**config.mk**
```make
export PLATFORM = sky130hd
export DESIGN_NAME = fire_alarm_ctrl
export DESIGN_NICKNAME = d
export VERILOG_FILES = /design/src/rtl/fire_alarm_ctrl.sv
export SDC_FILE = /design/constraint.sdc
export NUM_CORES = 1
export LEC_CHECK = 0
export CAP_MARGIN = 20
export CELL_PAD_IN_SITES_DETAIL_PLACEMENT = 1
export CELL_PAD_IN_SITES_GLOBAL_PLACEMENT = 2
export CORE_MARGIN = 2
export CORE_UTILIZATION = 25
export DETAILED_ROUTE_END_ITERATION = 16
export GPL_TIMING_DRIVEN = 0
export HOLD_SLACK_MARGIN = 0.15
export PLACE_DENSITY_LB_ADDON = 0.1
export SKIP_LAST_GASP = 1
export SYNTH_ARGS = -nofsm -noshare
export SYNTH_HDL_FRONTEND = slang
export SYNTH_SLANG_ARGS = --single-unit
export TNS_END_PERCENT = 1
```
**constraint.sdc**
```tcl
create_clock -name clk -period 2 [get_ports clk]
set_input_delay 0.2 -clock clk [delete_from_list [all_inputs] [get_ports clk]]
set_output_delay 0.2 -clock clk [all_outputs]
set_load 0.01 [all_outputs]
```
**src/rtl/fire_alarm_ctrl.sv**
```systemverilog
// fire_alarm_ctrl: multi-zone smoke alarm controller.
// Each channel must read over TRIP_TH for PERSIST consecutive cycles to trip
// its zone. The alarm latches until it is acknowledged and every channel has
// read under CLEAR_TH for PERSIST consecutive cycles. Readings between the
// two thresholds hold the current condition (hysteresis band). While the
// alarm is active and unacknowledged, the siren toggles every SIREN_HALF
// cycles, starting high.
// Optional build macro FIRE_ALARM_SELFTEST_EN adds a test_req input that
// forces IDLE -> ALARM without tripping any zone.
module fire_alarm_ctrl #(
    parameter int NUM_SENSORS = 4,
    parameter int DATA_W      = 8,
    parameter int TRIP_TH     = 5,
    parameter int CLEAR_TH    = 3,
    parameter int PERSIST     = 4,
    parameter int SIREN_HALF  = 2
) (
    input  logic                          clk,
    input  logic                          rst_n,
    input  logic [NUM_SENSORS*DATA_W-1:0] smoke,
    input  logic                          ack,
`ifdef FIRE_ALARM_SELFTEST_EN
    input  logic                          test_req,
`endif
    output logic                          alarmEnable,
    output logic                          siren,
    output logic                          pre_alarm,
    output logic [NUM_SENSORS-1:0]        zone,
    output logic [2:0]                    state
);

    localparam int CNT_W = $clog2(PERSIST + 1);
    localparam int SIR_W = $clog2(SIREN_HALF + 1);

    localparam logic [CNT_W-1:0]  P_MAX  = CNT_W'(PERSIST);
    localparam logic [CNT_W-1:0]  P_M1   = CNT_W'(PERSIST - 1);
    localparam logic [SIR_W-1:0]  SH_M1  = SIR_W'(SIREN_HALF - 1);
    localparam logic [DATA_W-1:0] TRIP_V = DATA_W'(TRIP_TH);
    localparam logic [DATA_W-1:0] CLR_V  = DATA_W'(CLEAR_TH);

    typedef enum logic [2:0] {
        IDLE     = 3'd0,
        PRE      = 3'd1,
        ALARM    = 3'd2,
        SILENCED = 3'd3
    } state_t;

    state_t                 cur_st;
    state_t                 nxt_st;
    logic [CNT_W-1:0]       cnt [NUM_SENSORS];
    logic [CNT_W-1:0]       clr_cnt;
    logic [SIR_W-1:0]       sir_cnt;
    logic                   siren_q;
    logic [NUM_SENSORS-1:0] zone_q;
    logic [NUM_SENSORS-1:0] over;
    logic [NUM_SENSORS-1:0] under;
    logic [NUM_SENSORS-1:0] trip;
    logic                   all_under;
    logic                   all_clear;
    logic                   new_trip;
    logic                   self_test;
    logic                   enter_alarm;
    logic                   enter_idle;

    // Persistence counters stop at PERSIST so a long run cannot wrap.
    function automatic logic [CNT_W-1:0] sat_inc(input logic [CNT_W-1:0] v);
        return (v == P_MAX) ? v : v + CNT_W'(1);
    endfunction

`ifdef FIRE_ALARM_SELFTEST_EN
    assign self_test = test_req;
`else
    assign self_test = 1'b0;
`endif

    // Classify each reading against the trip/clear thresholds and derive trips.
    always_comb begin
        over  = '0;
        under = '0;
        trip  = '0;
        for (int i = 0; i < NUM_SENSORS; i++) begin
            over[i]  = smoke[i*DATA_W +: DATA_W] >= TRIP_V;
            under[i] = smoke[i*DATA_W +: DATA_W] <  CLR_V;
            trip[i]  = (over[i] && (cnt[i] == P_M1)) || (cnt[i] == P_MAX);
        end
    end

    assign all_under = &under;
    assign all_clear = all_under && (clr_cnt >= P_M1);
    assign new_trip  = |(trip & ~zone_q);

    // Next-state selection; ack outside ALARM has no effect.
    always_comb begin
        nxt_st = cur_st;
        case (cur_st)
            IDLE: begin
                if ((|trip) || self_test) nxt_st = ALARM;
                else if (|over)           nxt_st = PRE;
            end
            PRE: begin
                if (|trip)       nxt_st = ALARM;
                else if (!(|over)) nxt_st = IDLE;
            end
            ALARM: begin
                if (ack) nxt_st = SILENCED;
            end
            SILENCED: begin
                if (new_trip)       nxt_st = ALARM;
                else if (all_clear) nxt_st = IDLE;
            end
            default: nxt_st = IDLE;
        endcase
    end

    assign enter_alarm = (nxt_st == ALARM) && (cur_st != ALARM);
    assign enter_idle  = (nxt_st == IDLE)  && (cur_st != IDLE);

    // State register.
    always_ff @(posedge clk or negedge rst_n) begin
        if (!rst_n) cur_st <= IDLE;
        else        cur_st <= nxt_st;
    end

    // Per-channel over-run counters and the all-under run counter.
    always_ff @(posedge clk or negedge rst_n) begin
        if (!rst_n) begin
            for (int i = 0; i < NUM_SENSORS; i++) cnt[i] <= '0;
            clr_cnt <= '0;
        end else begin
            for (int i = 0; i < NUM_SENSORS; i++)
                cnt[i] <= over[i] ? sat_inc(cnt[i]) : '0;
            clr_cnt <= all_under ? sat_inc(clr_cnt) : '0;
        end
    end

    // Sticky zone flags; only a return to IDLE wipes them.
    always_ff @(posedge clk or negedge rst_n) begin
        if (!rst_n)          zone_q <= '0;
        else if (enter_idle) zone_q <= '0;
        else                 zone_q <= zone_q | trip;
    end

    // Siren pattern generator, restarted high on every entry into ALARM.
    always_ff @(posedge clk or negedge rst_n) begin
        if (!rst_n) begin
            siren_q <= 1'b0;
            sir_cnt <= '0;
        end else if (enter_alarm) begin
            siren_q <= 1'b1;
            sir_cnt <= '0;
        end else if (nxt_st == ALARM) begin
            if (sir_cnt == SH_M1) begin
                siren_q <= ~siren_q;
                sir_cnt <= '0;
            end else begin
                sir_cnt <= sir_cnt + SIR_W'(1);
            end
        end else begin
            siren_q <= 1'b0;
            sir_cnt <= '0;
        end
    end

    assign alarmEnable = (cur_st == ALARM) || (cur_st == SILENCED);
    assign siren       = siren_q && (cur_st == ALARM);
    assign pre_alarm   = (cur_st == PRE);
    assign zone        = zone_q;
    assign state       = cur_st;

endmodule

```
[Word level (Yosys, flattened, before mapping)]
Index checks and enable logic that the tools add are counted.
Widths: inputs -> output; s select.
Cells by class
  add/sub/neg operators: 6
  $lt $le $gt $ge: 9
  equality and inequality tests: 21
  muxes and demuxes: 25
  bitwise operators: 4
  reductions and logical operators: 20
Operators with widths (number)
  $mux 3: 17
  $ge 8x3->1 const B: 4
  $lt 8x2->1 const B: 4
  $eq 3x2->1 const B: 7
  $add 3x1->3 const B: 5
  $eq 3x3->1 const B: 5
  $pmux 3 s4: 1
  $reduce_or 4->1: 3
  $ne 2x2->1 const B: 5
  $logic_and 1x1->1: 8
  $logic_not 3->1: 2
  $mux 2: 3
  $ne 3x2->1 const B: 2
  $logic_or 1x1->1: 5
  $and 4x4->4: 1
  $mux 4: 1
  $not 4->4: 1
  $or 4x4->4: 1
  $reduce_and 4->1: 1
  $eq 3x1->1 const B: 1
  $ge 3x2->1 const B: 1
  $mux 1: 3
  $reduce_bool 3->1: 1
  $add 2x1->2 const B: 1
  other kinds (2): 2
Word-level totals
  flip-flop bits (word level): 25
  input port bits: 35
  word-level logic and storage cells: 94

[Depth between registers and ports, before layout]
Gate-level depths: netlist of the first run.
  depth in word-level cells: 10
  depth in mapped cells: 8
  depth with buffers taken out: 8

[Least setup slack after synthesis of the first run]
OpenSTA, ideal clock, no wires.
  path type: reg-to-reg
  start point: register cnt[0] (netlist bit)
  end point: register zone_q[0], in the netlist zone[0]
  library setup time: 0.077 ns
  arrival: 1.919 ns
  slack: 0.003 ns
  stages on the path, launching flop included: 9
  cells stage by stage: dfrtp_1 -> ha_1 -> ha_1 -> a21oi_1 -> a41oi_2 -> a222oi_1 -> nand3_1 -> o311a_1 -> a21oi_1
Between the ends
  longest elaborated chain between the ends: 10
  elaborated cells between the ends (all ways): 14
  classes of those cells: eq/ne: 2; mux: 5; bitwise: 1; reduce/logical: 6
Ends and longest elaborated chain
  start, declared: line 50  | logic [CNT_W-1:0] cnt [NUM_SENSORS];
  start signal, assigned by index: line 131  | cnt[i] <= over[i] ? sat_inc(cnt[i]) : '0;
  $eq 3x2->1: line 84  | trip[i] = (over[i] && (cnt[i] == P_M1)) || (cnt[i] == P_MAX);
  $logic_and 1x1->1: line 84
  $logic_or 1x1->1 (*): line 84
  $and 4x4->4: line 90  | assign new_trip = |(trip & ~zone_q);
  $reduce_or 4->1: line 90
  $mux 3: line 108  | if (new_trip) nxt_st = ALARM;
  $pmux 3 s4 (*): line 95  | case (cur_st)
  $logic_not 3->1 (*): line 116  | assign enter_idle = (nxt_st == IDLE) && (cur_st != IDLE);
  $logic_and 1x1->1 (*): line 116
  $mux 4 (*): line 139  | else if (enter_idle) zone_q <= '0;
  end signal, assigned: line 140  | else zone_q <= zone_q | trip;
  end, declared: line 54  | logic [NUM_SENSORS-1:0] zone_q;
Mark *: on every way between the ends. The rest lies on a longest branch, timed or not.
A chain may end at the register's enable or synchronous reset.

[Worst setup path in the final report of the first run]
  start point: input smoke[9]
  end point: register sir_cnt[0]
Between the ends
  longest elaborated chain between the ends: 10
  elaborated cells between the ends (all ways): 21
  classes of those cells: order compare: 2; eq/ne: 1; mux: 9; bitwise: 1; reduce/logical: 8
Ends and longest elaborated chain
  start, declared: line 20  | input logic [NUM_SENSORS*DATA_W-1:0] smoke,
  $ge 8x3->1: line 82  | over[i] = smoke[i*DATA_W +: DATA_W] >= TRIP_V;
  $logic_and 1x1->1: line 84
  $logic_or 1x1->1: line 84
  $and 4x4->4: line 90
  $reduce_or 4->1: line 90
  $mux 3: line 108
  $pmux 3 s4 (*): line 95
  $eq 3x2->1 (*): line 115, 151
  $mux 2 / $logic_and 1x1->1 (equally long branches): line 151, 115
  $mux 2 (*): line 148  | end else if (enter_alarm) begin
  end signal, assigned: line 156  | sir_cnt <= sir_cnt + SIR_W'(1);
  end, declared: line 52  | logic [SIR_W-1:0] sir_cnt;
Marked as above.

==> flow_summary_export.csv, run 1 <==
group,metric,value,unit
outcome,status,"finished with violations",
outcome,violations,"setup timing",
floorplanning,io-pin-count,45,
logic_synthesis,ys.warnings.count,0,
placed_design,dp_slack,-0.606,ns
clocking,hold_buffers,0,
logic_synthesis,syn_area,0.00153,mm^2
clocking,cts.sinks,25,
detailed_routing,ant_nets,0,
logic_synthesis,avgSynthCellArea,9.33,um^2
critical_path,startpoint_type,"input pin",
clocking,cts_tree,"done",
floorplanning,die_h,82.2,um
layout,fin_cells,297,
logic_synthesis,ys_ff_latch,25,
clocking,numCtsBuffers,3,
timing,rsz0062_at_grt,"true",
timing,fin_crit_sh,110,%
logic_synthesis,synthXorXnorAreaFrac,3.43,%
placed_design,place_area,0.00209,mm^2
timing,fin_skew,0.00800,ns
placed_design,placed_cells,284,
clocking,clk_pin_slew,0.09,ns
floorplanning,die_area,0.00676,mm^2
critical_path,crit_type,"input pin to flip-flop",
timing,max_freq,0.454,GHz
timing,worstMarginPinSlew,0.670,ns
detailed_routing,vias_per_cell,4.71,
logic_synthesis,synth_common_cells,"dfrtp_1, inv_1, a21oi_1",
grt,grt_pass1_wl,7070,um
power,leakagePower,1.01,nW
detailed_routing,drt_iter0_drc,37,
power,vdd_drop_max,0.000555,V
grt,use_met2,25.4,%
layout,post-route-cell-area,0.00234,mm^2
timing,drv_slew,0,
grt,grt_overflow,0,
logic_synthesis,synth_compound_area_share,16.4,%
logic_synthesis,synth_fa_ha_area_share,12.3,%
grt,met3_usage,2.50,%
clocking,htree_levels,1,
timing,hold_violations,0,
logic_synthesis,netlist.area_leader.share,40.9,%
grt,antenna_found_initial,0,
logic_synthesis,ys.flop_type,"dfrtp_1",
critical_path,worstSetupEndpointType,"flip-flop",
floorplanning,rows,28,
logic_synthesis,syn_inst,164,
detailed_routing,drc,0,
detailed_routing,drtPass1Iterations,4,
run,max_cap_violations,0,
layout,final_layout_size_suffix_gt1_share,18.9,%
timing,setup_viol,10,
placed_design,gp_congestion,0.668,
layout,n_antenna_cell,0,
logic_synthesis,synth_simple_gate_area_share,20.7,%
power,powerDensity,1230,mW/mm^2
grt,grt_max_degree,15,
floorplanning,core_area,0.00592,mm^2
logic_synthesis,synth_edf_count,0,
logic_synthesis,synthTopCellsByArea,"dfrtp_1, ha_1, a21oi_1",
critical_path,worstPathRequired,2.18,ns
detailed_routing,wl,4330,um
layout,nNetsFinal,273,
layout,syn_to_final_growth,52.7,%
min_path,min_path_type,"input pin to async pin",
clocking,clock_latency,0.27,ns
critical_path,critPathMaxFanout,4,
grt,top_usage_layer,"met2",
grt,grt_pass1_vias,1572,
logic_synthesis,seq_area_frac_synth,40.9,%
placed_design,port_buffers,44,
grt,grt_usage,13.7,%
clocking,clock_path_buffers,2,
logic_synthesis,synth_top_family_by_area,"simple AND/OR/NAND/NOR gates",
timing,slew_headroom,55.2,%
logic_synthesis,synthMuxAreaShare,0,%
timing,setup_ws,-0.203,ns
grt,met1_usage,15.9,%
floorplanning,initial_core_util,25.8,%
detailed_routing,wl_per_cell,14.6,um
logic_synthesis,async_flop_share,100,%
critical_path,arrival,2.39,ns
placed_design,hpwlAfterDp,3490,um
logic_synthesis,ys_types,33,
logic_synthesis,synth_nets,214,
clocking,cts-root-buf,"clkbuf_8",
timing,whs,0.330,ns
floorplanning,die_x,82.2,um
timing,layout_min_cycle_time,2.20,ns
detailed_routing,vias,1399,
timing,tns,-1.62,ns
logic_synthesis,synth_top_area_cell,"dfrtp_1",
critical path, cell delays in order:
cell,delay [ns]
clkdlybuf4s50_1,0.43
o21ai_0,0.46
and3_1,0.33
a41oi_1,0.17
a21o_1,0.21
a2111o_1,0.43
nor4_2,0.16
layout by cell type, fill, tap and decap left out, drive strengths merged:
cell / netlist / routed
clkdlybuf4s50: 0 / 44
inv: 25 / 25
dfrtp: 25 / 25
a21oi: 20 / 20
ha: 15 / 15
nor2: 13 / 13
buf: 0 / 10
nand2: 10 / 10
nand3: 7 / 7
nor4: 7 / 7
xnor2: 6 / 6
and3: 5 / 5
a41oi: 5 / 5
o21ai: 4 / 4
clkbuf: 0 / 3
a22oi: 2 / 2
nand4: 2 / 2
or3: 2 / 2
and2: 2 / 2
nor2b: 2 / 2
or2: 1 / 1
or2b: 1 / 1
a211oi: 1 / 1
a222oi: 1 / 1
nand2b: 1 / 1
o31ai: 1 / 1
a311o: 1 / 1
o311a: 1 / 1
a21o: 1 / 1
a2111o: 1 / 1
nand3b: 1 / 1
clkinv: 0 / 1
conb: 1 / 1
cells by family (layout without fill, tap and decap cells):
family	after synthesis	count (layout)
AND/OR/NAND/NOR	54	54
AO/OA/AOI/OAI	38	38
flip-flops	25	25
buffers and inverters	25	83
adder cells (fa/ha/maj)	15	15
XOR/XNOR	6	6
other	1	1
power breakdown:
part | leakage (nW) | switching [mW] | internal, mW
sequential | 0.308 | 0.190 | 0.709
combinational | 0.672 | 0.819 | 0.862
clock | 0.0255 | 0.164 | 0.139
worst paths after layout:
check                           cells after the start  slack (ns)                  from                    to
worst max register to register                      9       -0.19    cnt[3]$_DFFE_PN0P_     zone[3]$_DFF_PN0_
worst min register to register                      1        0.46  sir_cnt[0]$_DFF_PN0_  sir_cnt[0]$_DFF_PN0_
max in group asynchronous                           2        1.16                 rst_n   cnt[10]$_DFFE_PN0P_
worst min-delay path                                1        0.33                 rst_n    state[2]$_DFF_PN0_
worst max-delay path                                7       -0.20              smoke[9]  sir_cnt[0]$_DFF_PN0_
min in group clk                                    1        0.46  sir_cnt[0]$_DFF_PN0_  sir_cnt[0]$_DFF_PN0_
final cells by class:
type | instances | area, um^2
sequential | 25 | 626
timing repair buffer | 54 | 536
tap | 75 | 93.8
clock inverter | 1 | 5.00
inverter | 25 | 93.8
fill | 667 | 3580
multi-input combinational | 114 | 942
clock buffer | 3 | 41.3
state kept, by name (all words and copies together), names as in the netlist:
name,flops
zone,4
cnt,12
clr_cnt,3
state,3
siren_q,1
sir_cnt,2
routing by layer:
layer  wire [um]  part of all wire [%]
met1        1870                    43
met2        2210                    51
met3         204                   4.7
met4          45                   1.0
met5           0                     0
through the flow:
| step | util [%] | power (mW) |
|---|---|---|
| final | 39.5 | 2.88 |
| after CTS | 39.1 | 2.89 |
| after detailed placement | 35.3 | 2.21 |
| after global placement | 34.9 | 2.11 |
| after global routing | 39.5 | 3.16 |
| after floorplan | - | 1.71 |
what timing repair did:
item / in CTS / in global routing
endpoints found under the setup margin: 10 / 11
resized for setup: 20 / 4
pin swaps: 9 / 4
gates cloned: 0 / 0
setup buffers: 9 / 0
Note: power is estimated with default switching activity, not from simulation.
==> run 2, diff against run 1 <==
- CORE_UTILIZATION: 25 -> 28
- clock period: 2 -> 2.5 ns (I/O delays scaled with it)
==> run 2 against run 1 <==
The flow now finishes without violations. Register-to-register slack better by 0.36 ns. Power down 31%. Via count unchanged. Critical path depth up 1. Global-route usage up 1.4 points. Non-clock buffer count down 9. Count of clock-buffer cells in the layout unchanged. Design area down 9.2%. Combinational power down 39%.
==> flow_summary_export.csv, run 2 (synthesis results as in run 1) <==
group,metric,value,unit
clocking,cts_resized,0,
layout,largest_reg_flops,12,
timing,rsz0062_at_grt,"false",
grt,grt_max_degree,16,
floorplanning,rows,26,
critical_path,critPathMaxFanout,4,
detailed_routing,drc,0,
critical_path,cp-endpoint,"zone[2]$_DFF_PN0_",
clocking,clk_pin_slew,0.09,ns
timing,drv_slew,0,
detailed_routing,wl_per_cell,14.8,um
placed_design,placed_cells,279,
critical_path,worstPathRequired,2.70,ns
layout,layout.cells.most_common,"clkdlybuf4s50_1",
placed_design,port_buffers,44,
timing,worstMarginPinSlew,0.719,ns
placed_design,hpwlAfterDp,3540,um
clocking,cts_tree,"done",
grt,antenna_found_initial,0,
grt,grt_pass1_wl,7250,um
grt,grt_overflow,0,
clocking,numCtsBuffers,3,
detailed_routing,drtPass1Iterations,4,
power,leakagePower,0.942,nW
floorplanning,die_h,77.9,um
clocking,clock_path_buffers,2,
grt,grt_usage,15.1,%
critical_path,crit_start,"cnt[0]$_DFFE_PN0P_",
layout,fillerInstances,620,
timing,fin_skew,0.00317,ns
layout,seq_area,626,um^2
layout,multi_input_area,811,um^2
critical_path,cpLargestDelayFamily,"compound AO/OA/AOI/OAI gates",
timing,slew_headroom,51.9,%
detailed_routing,ant_nets,0,
floorplanning,die_area,0.00607,mm^2
critical_path,r2r_end,"zone[2]$_DFF_PN0_",
detailed_routing,vias,1399,
clocking,clock_latency,0.27,ns
critical_path,cp_cell_sequence,"ha_1 > ha_1 > a21oi_1 > a41oi_2 > a222oi_1 > nand3_1 > o311a_1 > a21oi_1",
layout,nNetsFinal,264,
timing,fin_crit_sh,93.4,%
critical_path,worstSetupEndpointType,"flip-flop",
timing,layout_min_cycle_time,2.33,ns
layout,final_layout_size_suffix_gt1_share,6.57,%
clocking,htree_levels,1,
critical_path,cp.depth,8,
critical_path,r2r_start,"cnt[0]$_DFFE_PN0P_",
timing,max_freq,0.428,GHz
placed_design,gp_congestion,0.747,
detailed_routing,top_layer,"met4",
layout,top_register,"cnt",
floorplanning,io-pin-count,45,
layout,final_cell_mix,"clkdlybuf4s50_1, inv_1, dfrtp_1, a21oi_1, ha_1",
critical_path,slowest_stage,"dfrtp_1",
detailed_routing,met3WireLength,168,um
layout,post-route-cell-area,0.00212,mm^2
clocking,cts.sinks,25,
clocking,cts-root-buf,"clkbuf_8",
clocking,post_cts_buffers,0,
power,powerDensity,941,mW/mm^2
layout,fin_cells,283,
critical_path,arrival,2.53,ns
critical_path,startpoint_type,"flip-flop",
critical_path,r2r_slack,0.17,ns
critical_path,rr_worst_depth,8,
detailed_routing,wl_met1,1710,um
detailed_routing,wl_met2,2210,um
outcome,status,"finished, final reports clean",
detailed_routing,drt_iter0_drc,26,
min_path,min_path_type,"input pin to async pin",
power,vdd_drop_max,0.000486,V
layout,syn_to_final_growth,38.7,%
run,max_cap_violations,0,
power,fin_total_pwr,2.00,mW
timing,setup_viol,0,
layout,n_antenna_cell,0,
floorplanning,core_area,0.00520,mm^2
timing,hold_violations,0,
clocking,hold_buffers,0,
critical_path,critical_path.max_stage_delay,0.43,ns
critical_path,worst-path-buf-inv,0,
placed_design,place_area,0.00207,mm^2
floorplanning,initial_core_util,29.4,%
grt,grt_pass1_vias,1572,
floorplanning,die_x,77.9,um
detailed_routing,wl,4190,um
critical_path,crit_type,"flip-flop to flip-flop",
detailed_routing,vias_per_cell,4.94,
-- run 2: changes by cell type in the layout (fill, tap and decap cells not counted), sizes merged --
cell / before / now
clkinv: 1 / 0
clkinvlp: 0 / 1
buf: 10 / 1
-- run 2: where the power goes --
| group | total [mW] | internal (mW) | switching (mW) |
|---|---|---|---|
| Sequential | 0.715 | 0.567 | 0.148 |
| Clock | 0.252 | 0.113 | 0.139 |
| Combinational | 1.03 | 0.498 | 0.532 |
-- run 2: how the worst min path moves through the flow --
stage	depth (start not counted)	end	slack, ns
final	1	zone[1]$_DFF_PN0_	0.40
after detailed placement	1	sir_cnt[0]$_DFF_PN0_	0.45
after global routing	1	zone[1]$_DFF_PN0_	0.44
after global placement	1	sir_cnt[0]$_DFF_PN0_	0.44
after floorplan	0	clr_cnt[0]$_DFFE_PN0P_	-0.05
after CTS	1	zone[1]$_DFF_PN0_	0.42
-- run 2: layout make-up --
class / count / share of cell area, %
multi-input cells: 114 / 38.2
flip-flops and latches: 25 / 29.5
repair buffers: 45 / 21.5
inverters: 25 / 4.42
well taps: 70 / 4.13
clock buffers: 3 / 1.95
clock inverters: 1 / 0.354
-- run 2: per-layer routing --
layer  track usage (%)  up-vias
met5                 0        -
met4              5.79        0
met3              2.91        9
met2              27.3       31
met1              17.6      687
li1                  -      672
-- run 2: stage by stage --
stage / setup slack [ns] / util [%] / hold WS (ns) / TNS [ns]
finish: 0.166 / 40.8 / 0.397 / 0
global route: 0.00824 / 40.8 / 0.439 / 0
CTS: 0.124 / 40.8 / 0.417 / 0
detailed placement: -0.0433 / 39.8 / 0.453 / -0.147
global placement: -0.0563 / 39.5 / 0.443 / -0.230
floorplan: 0.503 / - / -0.0456 / 0
